<file path="src/rtl/handshake_rr_arbiter_pkg.sv">
`default_nettype none
// ============================================================================
// Module : handshake_rr_arbiter_pkg
// Brief  : Shared state encodings and default sizing for the RR arbiter.
// Rev    : 1.0
// ============================================================================
package handshake_rr_arbiter_pkg;

    localparam logic [0:0] ARB_IDLE  = 1'b0;
    localparam logic [0:0] ARB_GRANT = 1'b1;

    localparam int DEF_N_SRC     = 4;
    localparam int DEF_WIDTH     = 32;
    localparam int DEF_MAX_BURST = 8;
    localparam int DEF_IDX_W     = 2;

    // Wide enough for MAX_BURST up to 255.
    localparam int BEAT_CNT_W = 8;

endpackage : handshake_rr_arbiter_pkg
`default_nettype wire

</file>
<file path="src/rtl/handshake_rr_arbiter_rr_pick.sv">
`default_nettype none
// ============================================================================
// Module : rr_pick
// Brief  : Rotating-priority encoder; first set req bit at or above ptr, wrapping.
// Rev    : 1.0
// ============================================================================
module rr_pick #(
    parameter int N_SRC = 4,
    parameter int IDX_W = 2
) (
    input  logic [N_SRC-1:0] req,
    input  logic [IDX_W-1:0] ptr,
    output logic [IDX_W-1:0] idx,
    output logic             any
);

    always_comb begin
        idx = '0;
        any = 1'b0;
        // Constant bit selects keep the index width-exact for any N_SRC.
        for (int k = 0; k < N_SRC; k++) begin
            for (int j = 0; j < N_SRC; j++) begin
                if (!any && req[j] && (j == ((int'(ptr) + k) % N_SRC))) begin
                    idx = IDX_W'(j);
                    any = 1'b1;
                end
            end
        end
    end

endmodule : rr_pick
`default_nettype wire

</file>
<file path="src/rtl/handshake_rr_arbiter.sv">
`default_nettype none
// ============================================================================
// Module : handshake_rr_arbiter
// Brief  : Round-robin burst arbiter sharing one valid/ready sink among N_SRC sources.
// Rev    : 1.0
// ============================================================================
module handshake_rr_arbiter
    import handshake_rr_arbiter_pkg::*;
#(
    parameter int N_SRC     = DEF_N_SRC,
    parameter int WIDTH     = DEF_WIDTH,
    parameter int MAX_BURST = DEF_MAX_BURST,
    parameter int IDX_W     = DEF_IDX_W
) (
    input  logic                   clk,
    input  logic                   rstn,
    input  logic [N_SRC-1:0]       in_valid,
    input  logic [N_SRC*WIDTH-1:0] in_data,
    output logic [N_SRC-1:0]       in_ready,
    output logic                   out_valid,
    output logic [WIDTH-1:0]       out_data,
    input  logic                   out_ready,
    output logic [IDX_W-1:0]       out_src,
    output logic                   grant_active
);

    localparam logic [BEAT_CNT_W-1:0] c_last_beat = BEAT_CNT_W'(MAX_BURST - 1);

    logic [0:0]            r_state;
    logic [0:0]            w_state_nxt;
    logic [IDX_W-1:0]      r_grant;
    logic [IDX_W-1:0]      r_rr_ptr;
    logic [BEAT_CNT_W-1:0] r_beat_cnt;

    logic [IDX_W-1:0]      w_pick_idx;
    logic                  w_pick_any;
    logic                  w_gvalid;
    logic [WIDTH-1:0]      w_gdata;
    logic                  w_beat;
    logic                  w_release;

    rr_pick #(
        .N_SRC (N_SRC),
        .IDX_W (IDX_W)
    ) u_rr_pick (
        .req (in_valid),
        .ptr (r_rr_ptr),
        .idx (w_pick_idx),
        .any (w_pick_any)
    );

    always_comb begin
        w_gdata = '0;
        for (int i = 0; i < N_SRC; i++) begin
            if (r_grant == IDX_W'(i)) begin
                w_gdata = in_data[i*WIDTH +: WIDTH];
            end
        end
    end

    assign w_gvalid  = in_valid[r_grant];
    assign w_beat    = (r_state == ARB_GRANT) && w_gvalid && out_ready;
    // Burst limit and source drain may coincide; either alone releases once.
    assign w_release = (r_state == ARB_GRANT) &&
                       (!w_gvalid || (w_beat && (r_beat_cnt == c_last_beat)));

    always_ff @(posedge clk or negedge rstn) begin
        if (!rstn) begin
            r_state <= ARB_IDLE;
        end else begin
            r_state <= w_state_nxt;
        end
    end

    always_comb begin
        w_state_nxt = r_state;
        case (r_state)
            ARB_IDLE:  if (w_pick_any) w_state_nxt = ARB_GRANT;
            ARB_GRANT: if (w_release)  w_state_nxt = ARB_IDLE;
            default:   w_state_nxt = ARB_IDLE;
        endcase
    end

    always_ff @(posedge clk or negedge rstn) begin
        if (!rstn) begin
            r_grant    <= '0;
            r_rr_ptr   <= '0;
            r_beat_cnt <= '0;
        end else if (r_state == ARB_IDLE) begin
            if (w_pick_any) begin
                r_grant    <= w_pick_idx;
                r_beat_cnt <= '0;
            end
        end else if (w_release) begin
            r_rr_ptr <= (r_grant == IDX_W'(N_SRC - 1)) ? '0 : r_grant + 1'b1;
        end else if (w_beat) begin
            r_beat_cnt <= r_beat_cnt + 1'b1;
        end
    end

    always_comb begin
        in_ready     = '0;
        out_valid    = 1'b0;
        out_data     = '0;
        out_src      = '0;
        grant_active = 1'b0;
        if (r_state == ARB_GRANT) begin
            grant_active      = 1'b1;
            out_src           = r_grant;
            out_valid         = w_gvalid;
            out_data          = w_gvalid ? w_gdata : '0;
            in_ready[r_grant] = out_ready;
        end
    end

endmodule : handshake_rr_arbiter
`default_nettype wire

</file>
<file path="config.mk">
export PLATFORM = sky130hd
export DESIGN_NAME = handshake_rr_arbiter
export DESIGN_NICKNAME = d
export VERILOG_FILES = /design/src/rtl/handshake_rr_arbiter_pkg.sv /design/src/rtl/handshake_rr_arbiter_rr_pick.sv /design/src/rtl/handshake_rr_arbiter.sv
export SDC_FILE = /design/constraint.sdc
export NUM_CORES = 1
export LEC_CHECK = 0
export BUFFER_PORTS_ARGS = -buffer_cell sky130_fd_sc_hd__clkbuf_2
export CAP_MARGIN = 40
export CORE_MARGIN = 4
export CORE_UTILIZATION = 44
export DETAILED_ROUTE_END_ITERATION = 6
export PLACE_DENSITY = 0.86
export SETUP_SLACK_MARGIN = 0.2
export SYNTH_ARGS = -nofsm -noshare
export SYNTH_HDL_FRONTEND = slang
export SYNTH_SLANG_ARGS = --single-unit
</file>
<file path="constraint.sdc">
create_clock -name clk -period 4.5 [get_ports clk]
set_clock_uncertainty 0.15 [all_clocks]
set_input_delay 0.225 -clock clk [delete_from_list [all_inputs] [get_ports clk]]
set_output_delay 0.225 -clock clk [all_outputs]
set_load 0.01 [all_outputs]
</file>
# Yosys cells after proc, flatten, opt, wreduce, memory -nomap -nowiden
# Index checks and enable logic that the tools add are counted.
classes:
  n_bitwise: 5
  n_mux: 53
  reduce_logical: 65
  n_eq_ne: 18
  order_cmp: 2
  addsub: 5
ops:
  columns: ["operator", "n"]
  rows:
  - ["$mux 32", 6]
  - ["$logic_not 32->1", 4]
  - ["$logic_and 1x1->1", 36]
  - ["$mux 2", 16]
  - ["$mux 8", 4]
  - ["$mux 1", 23]
  - ["$eq 3x3->1 const A", 6]
  - ["$logic_not 1->1", 16]
  - ["$eq 2x3->1 const A", 3]
  - ["$add 8x1->8 const B", 1]
  - ["$eq 8x3->1 const B", 1]
  - ["$reduce_or 2->1", 3]
  - ["$add 2x1->2 const B", 2]
  - ["$add 2x2->2 const B", 2]
  - ["$and 4x4->4", 1]
  - ["$eq 2x2->1 const A", 2]
  - ["$eq 2x2->1 const B", 2]
  - ["$mux 4", 1]
  - ["$reduce_and 2->1", 2]
  - ["$and 1x1->1 const A", 3]
  - ["$lt 2x3->1 const B", 1]
  - ["$reduce_and 3->1", 1]
  - ["$bmux 1 s2", 1]
  - ["$demux 1 s2", 1]
  - ["other kinds (10)", 10]
totals:
  register_bits: 13
  output_inout_bits: 40
  in_bits: 135

# Longest topological paths before layout
logic_depth:
  word_depth: 65
  mapped_depth: 8

# Hierarchy
# Synthesis repeated with hierarchy kept, for this count alone.
unflattened:
  hier_cells: 277
  hier_area_um2: 1970.6
by_module_without_submodules:
  columns: ["module", "cells_each", "n_inst", "area_per_inst_um2"]
  rows:
  - ["handshake_rr_arbiter", 266, 1, 1901.8]
  - ["rr_pick", 11, 1, 68.8]

# Worst setup path after synthesis
# No wires, ideal clock.
synth_path:
  path_kind: "register to output"
  startpoint: "reg r_grant[1]"
  endpoint: "out out_data[10]"
  stages_incl_launch_ff: 9
  n_path_buf: 3
  slack_ns: 2.275
  arrival_ns: 1.850
  required_ns: 4.125
  cell_sequence: "dfrtp_1 > inv_1 > ha_1 > buf_2 > buf_2 > buf_2 > a221oi_1 > a211o_1 > a21oi_1"
synth_between:
  elab_chain_len: 7
synth_rtl:
  columns: ["item", "line", "rtl"]
  rows:
  - ["start, declared", "handshake_rr_arbiter.sv:31", "logic [IDX_W-1:0] r_grant;"]
  - ["start signal, assigned", "handshake_rr_arbiter.sv:91", "r_grant <= w_pick_idx;"]
  - ["$logic_not 2->1", "handshake_rr_arbiter.sv:55", "if (r_grant == IDX_W'(i)) begin"]
  - ["$mux 32 (4 in series)", "handshake_rr_arbiter.sv:55", null]
  - ["$mux 32 *", "handshake_rr_arbiter.sv:111", "out_data = w_gvalid ? w_gdata : '0;"]
  - ["$mux 32 *", "handshake_rr_arbiter.sv:107", "if (r_state == ARB_GRANT) begin"]
  - ["end, declared", "handshake_rr_arbiter.sv:21", "output logic [WIDTH-1:0] out_data,"]
# Every way passes the cells marked *; elsewhere a longest branch is shown, timed or not. The select of a mux whose other input is x is not followed.

# Final worst setup path
layout_path:
  startpoint: "reg r_grant[1]"
  endpoint: "out out_data[7]"
# Same word-level chain as after synthesis.

==> metrics.txt <==
outcome completed; Max Cap Violations 0; die area 6240 sq um; Max Root-Sink Buffers 2; startpoint of the worst hold path out_ready; Post-Layout Cell Count 539; first-pass GRT wire length 12900 um; # diodes 0; largest net degree at the start of global routing 54; worst-path cell chain inv_1, ha_2, buf_16, nor2b_1, a221oi_1, a211o_1, a21oi_1, clkbuf_2; Net Count, Synth 460; fin crit period 2.89 ns; total gr overflow 0; Worst Hold End r_beat_cnt[5]; critical path arrival 2.51 ns; Detailed Route WL 8200 um; synth warn 0; fmax 346 MHz; sequential element share of the synthesized area 14.7%; final hold violations 0; CP Launch Type flip-flop; area of the multi-input gates 1610 sq um; Setup crit start r_grant[1]; Slowest cell on crit path ha_2; Die Y 79.0 um; Post-Syn Area per Cell 6.94 sq um; fraction of layout cells with a size suffix above 1 41.3%; DR iter-0 viols 145; CTS buffer count 3; worst-margin pin slew 0.695 ns; pwr/cell area 594 nW/um^2; Clock H-tree levels 1; Die W 79.0 um; Sequential Area 325 sq um; initial antenna violation count 0; core area 4820 sq um; flop2flop setup slack 2.26 ns; Final Util 66.3%; worst vdd rail ir drop 308 uV; drt drc 0; TNS Setup 0 ns; r2r worst-path depth 4; gpl congestion 0.892; Clock Tree Root clkbuf_8; num rows 25; total number of vias 3036; reg2reg start r_state; worst slack, placed 1.90 ns; number of detailed-route iterations in the first pass 5; WHS Path Cells 3; final slew viol count 0; Total GRT Usage 25.0%; Reg-to-Reg End r_beat_cnt[0]; Yosys reg bits 13; # IOs 175; final setup fails 0; leading area contributor after synthesis dfrtp_1; async set or reset register ratio after synthesis 100%; Final HPWL DP 6590 um; Post-synth EDFFs 0; worst path required time 4.12 ns; vias per inst 5.63; vias in the first global route 2888; DR WL/cell 15.2 um; proportion of netlist area held by the largest area contributor 14.7%; area grow syn2layout 43.9%; Rel. slew slack 53.7%; clock latency on the worst-skew pair 0.24 ns; clock sink count 13; ANT nets after route 0; IO buf count 174; most common flop cell mapped by yosys dfrtp_1; leakage 1.75 nW; dpl cells 534; CP max FO 35; Worst path max stage delay 0.60 ns; cell area after synthesis 2220 sq um; critical path class flip-flop to output pin; final-layout fill cell count 431; Synth area leaders dfrtp_1 15%, a211o_1 13%, a221oi_1 13%, nor2b_1 9.0%, a21oi_1 7.2%; TritonCTS clock tree done; crit path capture type output pin; final net count 613; Initial Utilization 46.1%; worst hold path class primary input to flip-flop; RSZ-0062 raised after global routing false; final worst slack 1.61 ns; Clock transition at path regs 0.06 ns; count of cell types in the netlist 42; postcts setup bufs 0; Tcrit/Tclk final 64.2%; Syn Inst Count 320
==> worst max-delay path by stage <==
stage / to / depth (start not counted)
after floorplan: out_data[10] / 8
after CTS: out_data[6] / 8
after global routing: out_data[12] / 7
final: out_data[7] / 8
after detailed placement: out_data[6] / 8
after global placement: out_data[31] / 7
==> per-stage QoR <==
step                      instance area (sq um)  total power, mW  hold slack (ns)
after floorplan                            2220             1.31           -0.221
after global placement                     3040             1.65          -0.0170
after detailed placement                   3140             1.79          -0.0144
after CTS                                  3190             1.90            0.234
after global routing                       3190             2.08            0.288
final                                      3190             1.90            0.231
==> sequential cells by signal, summed over array words and instances, names as in the netlist <==
name        cells
r_state         1
r_rr_ptr        2
r_beat_cnt      8
r_grant         2
==> synth_stat cells, types with 2 or more instances <==
master and count:
a211o_1 33, a21oi_1 32, a221o_1 4, a221oi_1 32, a22o_1 2, and3_1 6, and3_2 3, buf_1 2
buf_2 8, clkbuf_1 20, dfrtp_1 13, ha_1 5, inv_1 39, mux2i_1 5, nand2_1 39, nand3_1 7
nor2_1 6, nor2b_1 32, nor3_1 3, nor4_1 2, o21ai_0 4, o31ai_1 2, xnor2_1 2
==> area by class of cell <==
class | count | area share (%)
clock buffers | 4 | 1.41
well taps | 67 | 2.63
flip-flops and latches | 13 | 10.2
inverters | 39 | 4.58
repair buffers | 180 | 30.6
multi-input cells | 236 | 50.5
==> kinds of logic after synthesis <==
group	Yosys count	share of synthesized area [%]
AND/OR/NAND/NOR	106	25.1
multiplexers	7	3.78
flip-flops	13	14.7
adder cells (fa/ha/maj)	5	2.82
XOR/XNOR	3	1.18
buffers and inverters	71	13.0
AO/OA/AOI/OAI	115	39.5
==> cells in the final DEF, fill, tap and decap left out, types with 2 or more instances in the layout <==
cell	n
a21oi_1	32
xnor2_1	2
ha_2	3
nor4_1	2
o31ai_1	2
mux2i_1	5
buf_12	2
nand2_1	39
dfrtp_1	13
a211o_1	33
and3_2	3
nor2_1	6
nand3_1	7
clkbuf_8	3
a221o_1	4
and3_1	6
buf_8	2
a22o_1	2
nor2b_1	32
ha_1	2
clkbuf_2	174
o21ai_0	4
nor3_1	3
inv_1	39
a221oi_1	32
==> where the power goes <==
group / switching [mW] / internal (mW)
sequential: 0.0783 / 0.153
combinational: 0.859 / 0.702
clock: 0.0434 / 0.0626
total: 0.981 / 0.917
==> repair_timing <==
| item | in CTS | in global routing |
|---|---|---|
| resized for setup | 0 | 0 |
| hold buffers | 1 | 0 |
| endpoints found under the hold margin | 13 | 0 |
==> worst max-delay path: cells and delay by family (launching register included) <==
family / cells / cell delay (ns)
adders and majority gates: 1 / 0.60
buffers and inverters: 3 / 0.58
AOI/OAI and AO/OA: 3 / 0.55
DFF: 1 / 0.47
and+or+nand+nor: 1 / 0.06
==> per-layer routing <==
layer | wire, um | share of wire (%) | vias to the layer above | GRT usage [%]
met2 | 4270 | 52 | 145 | 46.2
met5 | 0 | 0 | - | 0
met1 | 3190 | 39 | 1395 | 29.4
met4 | 217 | 2.6 | 0 | 8.93
met3 | 521 | 6.4 | 21 | 2.95
li1 | - | - | 1475 | -
(Power assumes the default switching activity.)
